File: src/rtl/fc_argmax_reader.sv
// Sequential argmax over the final FC scores (optional FC_ARGMAX_TOP2_EN adds runner-up tracking).
// Latency: result and oDone are valid 9 enabled cycles after the iStart rising edge is sampled.
// Backpressure: none; ena=0 freezes everything, and starts seen during a scan are dropped.
module fc_argmax_reader #(
    parameter int NUM_CLASSES = 10,
    parameter int SCORE_W     = 16
) (
    input  logic                           clk,
    input  logic                           iRst,
    input  logic                           ena,
    input  logic                           iStart,
    input  logic [NUM_CLASSES*SCORE_W-1:0] iScores,
    output logic                           oBusy,
    output logic                           oDone,
    output logic [3:0]                     oDigit,
    output logic [SCORE_W-1:0]             oScore
`ifdef FC_ARGMAX_TOP2_EN
    ,
    output logic [3:0]                     oSecondDigit,
    output logic [SCORE_W-1:0]             oSecondScore
`endif
);

    typedef enum logic [1:0] {IDLE, SCAN, DONE} state_t;

    localparam logic [3:0] LAST_IDX = 4'(NUM_CLASSES - 1);

    state_t                     state, state_nxt;
    logic                       start_d;
    logic                       start_edge;
    logic                       load;
    logic [3:0]                 idx, idx_nxt;
    logic signed [SCORE_W-1:0]  score_q [NUM_CLASSES];
    logic signed [SCORE_W-1:0]  cur;
    logic signed [SCORE_W-1:0]  best, best_nxt;
    logic [3:0]                 best_idx, best_idx_nxt;
    logic                       busy_nxt, done_nxt;
    logic [3:0]                 digit_nxt;
    logic [SCORE_W-1:0]         score_nxt;
`ifdef FC_ARGMAX_TOP2_EN
    logic signed [SCORE_W-1:0]  second, second_nxt;
    logic [3:0]                 second_idx, second_idx_nxt;
    logic [3:0]                 sdigit_nxt;
    logic [SCORE_W-1:0]         sscore_nxt;
`endif

    assign start_edge = iStart & ~start_d;
    assign cur        = score_q[idx];

    always_comb begin
        state_nxt    = state;
        idx_nxt      = idx;
        best_nxt     = best;
        best_idx_nxt = best_idx;
        busy_nxt     = oBusy;
        done_nxt     = oDone;
        digit_nxt    = oDigit;
        score_nxt    = oScore;
        load         = 1'b0;
`ifdef FC_ARGMAX_TOP2_EN
        second_nxt     = second;
        second_idx_nxt = second_idx;
        sdigit_nxt     = oSecondDigit;
        sscore_nxt     = oSecondScore;
`endif
        case (state)
            IDLE, DONE: begin
                if (start_edge) begin
                    load         = 1'b1;
                    state_nxt    = SCAN;
                    idx_nxt      = 4'd1;
                    best_nxt     = iScores[SCORE_W-1:0];
                    best_idx_nxt = 4'd0;
                    busy_nxt     = 1'b1;
                    done_nxt     = 1'b0;
`ifdef FC_ARGMAX_TOP2_EN
                    second_nxt     = {1'b1, {(SCORE_W-1){1'b0}}};
                    second_idx_nxt = 4'd0;
`endif
                end
            end
            SCAN: begin
                // Strict compares: on any tie the earlier (lower) index is kept.
                if (cur > best) begin
                    best_nxt     = cur;
                    best_idx_nxt = idx;
`ifdef FC_ARGMAX_TOP2_EN
                    second_nxt     = best;
                    second_idx_nxt = best_idx;
                end else if (cur > second) begin
                    second_nxt     = cur;
                    second_idx_nxt = idx;
`endif
                end
                if (idx == LAST_IDX) begin
                    state_nxt = DONE;
                    busy_nxt  = 1'b0;
                    done_nxt  = 1'b1;
                    digit_nxt = best_idx_nxt;
                    score_nxt = best_nxt;
`ifdef FC_ARGMAX_TOP2_EN
                    sdigit_nxt = second_idx_nxt;
                    sscore_nxt = second_nxt;
`endif
                end else begin
                    idx_nxt = idx + 4'd1;
                end
            end
            default: state_nxt = IDLE;
        endcase
    end

    always_ff @(posedge clk or posedge iRst) begin
        if (iRst) begin
            state    <= IDLE;
            start_d  <= 1'b0;
            idx      <= 4'd0;
            best     <= '0;
            best_idx <= 4'd0;
            oBusy    <= 1'b0;
            oDone    <= 1'b0;
            oDigit   <= 4'd0;
            oScore   <= '0;
            for (int i = 0; i < NUM_CLASSES; i++) score_q[i] <= '0;
`ifdef FC_ARGMAX_TOP2_EN
            second       <= '0;
            second_idx   <= 4'd0;
            oSecondDigit <= 4'd0;
            oSecondScore <= '0;
`endif
        end else if (ena) begin
            state    <= state_nxt;
            start_d  <= iStart;
            idx      <= idx_nxt;
            best     <= best_nxt;
            best_idx <= best_idx_nxt;
            oBusy    <= busy_nxt;
            oDone    <= done_nxt;
            oDigit   <= digit_nxt;
            oScore   <= score_nxt;
            if (load) begin
                for (int i = 0; i < NUM_CLASSES; i++)
                    score_q[i] <= iScores[i*SCORE_W +: SCORE_W];
            end
`ifdef FC_ARGMAX_TOP2_EN
            second       <= second_nxt;
            second_idx   <= second_idx_nxt;
            oSecondDigit <= sdigit_nxt;
            oSecondScore <= sscore_nxt;
`endif
        end
    end

endmodule

File: config.mk
export PLATFORM = sky130hd
export DESIGN_NAME = fc_argmax_reader
export DESIGN_NICKNAME = d
export VERILOG_FILES = /design/src/rtl/fc_argmax_reader.sv
export SDC_FILE = /design/constraint.sdc
export NUM_CORES = 1
export LEC_CHECK = 0
export ABC_AREA = 1
export CAP_MARGIN = 25
export CORE_ASPECT_RATIO = 1.2
export CORE_MARGIN = 3
export CORE_UTILIZATION = 55
export CTS_BUF_LIST = sky130_fd_sc_hd__clkbuf_8
export DETAILED_ROUTE_END_ITERATION = 6
export HOLD_SLACK_MARGIN = 0.03
export PLACE_DENSITY = 0.83
export SYNTH_ARGS = -nofsm -noshare
export SYNTH_HDL_FRONTEND = slang
export SYNTH_SLANG_ARGS = --single-unit
export TNS_END_PERCENT = 50
File: constraint.sdc
create_clock -name clk -period 7.39 [get_ports clk]
set_input_delay 1.1085 -clock clk [delete_from_list [all_inputs] [get_ports clk]]
set_output_delay 1.1085 -clock clk [all_outputs]
set_load 0.1 [all_outputs]
==> impl_metrics.py <==
metrics = {
    "sta": {
        "drv_slew": 0,
        "maxClockFrequency_ghz": 0.191,
        "period_needed_ns": 5.23,
        "fin_skew_ns": 0.0186,
        "timing_hold_violations_final": 0,
        "relSlewSlack_pct": 32.1,
        "setup_violations": 0,
        "timing.final.crit_share_pct": 70.7,
        "rsz0062_at_grt": "no",
        "setup_tns_ns": 0,
        "worst_pin_slew_ns": 1.02,
        "fin_ws_ns": 2.16,
    },
    "clock_tree": {
        "hold_buffers": 0,
        "clock_sinks": 209,
        "ctsResizeCount": 0,
        "clockBufferDepth": 3,
        "worstSkewPairLatency_ns": 0.53,
        "cts_setup_buffers": 0,
        "clk_pin_slew_ns": 0.07,
        "htreeDepth": 2,
        "cts_buffers": 34,
        "cts_tree": "yes",
        "cts-root-buf": "clkbuf_8",
    },
    "power_and_ir_drop": {
        "p_total_w": 0.00605,
        "p_per_area_nw_per_um2": 465,
        "peakVddDrop_mv": 0.293,
        "leakage_nw": 6.52,
    },
    "synth": {
        "syn_nets": 1556,
        "synth_seq_area_share_pct": 49.5,
        "syn-cell-area_um2": 10600,
        "ys_warn_count": 0,
        "synth.distinct_cells": 28,
        "ys_ff_latch": 209,
        "synth.avg_cell_area_um2": 7.69,
        "netlist_instances": 1374,
    },
    "finish": {
        "fin_nets": 1703,
        "design_area_um2": 13000,
        "layout_commonest_cell": "nand2_1",
        "area_delta_synth_final_pct": 23.1,
        "final_cell_mix": "nand2_1 (575), dfrtp_1 (207), clkdlybuf4s50_1 (185), inv_1 (128), o21ai_0 (123)",
        "antenna_cells": 0,
        "layout-drive-gt1-share_pct": 5.44,
    },
    "critical_path": {
        "cp_data_arrival_time_ns": 5.69,
        "startpoint_type": "flop",
        "r2r-start": "idx[0]",
        "setup.worst_path.end_class": "flop",
        "rrSetupSlack_ns": 2.16,
        "crit_start": "idx[0]",
        "path_max_fanout": 94,
        "required_ns": 7.86,
        "crit_type": "flop to flop",
    },
    "floorplanning": {
        "io_pins": 186,
        "start_util_pct": 57.1,
        "die_x_um": 133,
        "fp.coreArea_um2": 18500,
        "dieHeight_um": 158,
        "rows": 54,
        "dieArea_um2": 20900,
    },
    "placement": {
        "gp_congestion": 0.864,
        "dp_hpwl_um": 20400,
        "place_ws_ns": 2.47,
        "placed_area_um2": 12300,
        "port_buffers": 185,
    },
    "drt": {
        "firstDrtPassIters": 6,
        "post_drt_wl_per_cell_um": 16.5,
        "drtIter0Drc": 996,
        "viasPerCell": 5.40,
        "drc": 0,
        "num_vias": 9691,
        "ant_nets": 0,
        "drt_wl_total_um": 29700,
    },
    "global_routing": {
        "grt_usage_pct": 28.6,
        "grt_pass1_vias": 9383,
        "antenna_found_initial": 0,
        "overflow": 0,
        "grt_start_max_net_pins": 155,
        "grt_pass1_wl_um": 47800,
    },
    "worst_hold_path": {
        "hold_path.class": "flop to flop",
        "min_from": "score_q[130]",
    },
    "job": {
        "drv_cap": 0,
    },
    "outcome": {
        "status": "finished, final reports clean",
    },
}
[sequential cells by signal, indices dropped and copies added (netlist names), 2 cells and up]
name      cells
idx           4
oScore       16
best         16
score_q     160
oDigit        4
state         2
best_idx      4
[cells in the mapped netlist (all sizes together)]
master / count / area, um2
nand2: 576 / 2160
dfrtp: 209 / 5230
o21ai: 134 / 671
inv: 131 / 492
nand3: 92 / 465
buf: 69 / 463
nor2: 52 / 250
o211ai: 30 / 240
a21oi: 22 / 110
nand4: 22 / 138
ha: 18 / 225
clkbuf: 12 / 45.0
nor3: 2 / 26.3
xor2: 2 / 17.5
a21o: 1 / 7.51
o22ai: 1 / 12.5
o31ai: 1 / 7.51
[logic make-up after synthesis]
kind of cell | after synthesis | share of synthesized area (%)
compound gates | 189 | 9.92
xor+xnor | 2 | 0.166
buf+inv | 212 | 9.46
fa+ha+maj | 18 | 2.13
simple gates | 744 | 28.8
flops | 209 | 49.5
[metrics by stage]
stage	std cells	utilization, %	hold WS [ns]
floorplan	1374	-	0.437
CTS	1795	70.1	0.469
finish	1796	70.2	0.468
global route	1796	70.2	0.483
global placement	1735	66.3	0.450
detailed placement	1736	66.5	0.453
[report_power, final]
| part | internal, W | leakage (nW) | switching (W) |
|---|---|---|---|
| logic | 0.000951 | 3.53 | 0.00216 |
| registers | 0.00163 | 2.61 | 0.000316 |
| clock network | 0.000527 | 0.375 | 0.000463 |
| total | 0.00311 | 6.52 | 0.00294 |
[path summary, 6_finish.rpt]
check                           cells after the start            to
worst min-delay path                                2  score_q[130]
worst max register to register                     16    oScore[15]
worst max-delay path                               16    oScore[15]
min in group asynchronous                           2     oScore[1]
max in group asynchronous                           4  score_q[148]
worst min register to register                      2  score_q[130]
[metal layers]
layer  share of wire [%]  global-route usage, %  wire [um]
met5                   0                      0          0
met4                 4.1                   12.1       1210
met3                 7.3                   5.91       2180
met2                  48                   47.8      14300
met1                  40                   36.6      12000
[layout make-up]
type / instances / area, um2
Fill cell: 1512 / 5510
Sequential cell: 209 / 5240
Multi-Input combinational cell: 953 / 4340
Timing Repair Buffer: 192 / 1940
Clock buffer: 43 / 592
Inverter: 131 / 499
Tap cell: 252 / 315
Clock inverter: 16 / 80.1
[critical path, stage by stage (launching register included)]
cell and delay, ns:
dfrtp_4 0.63, buf_4 0.79, nand2_1 0.19, o211ai_2 0.10
nand3_1 0.16, nand3_1 0.21, nand2_1 0.11, ha_1 0.30
a21oi_1 0.18, o21ai_0 0.10, a21oi_1 0.20, nand3_1 0.65
nand3_1 1.00, nand2_1 0.19, nand2_1 0.15, nand2_1 0.08
nand2_1 0.09
(Power assumes the default switching activity.)
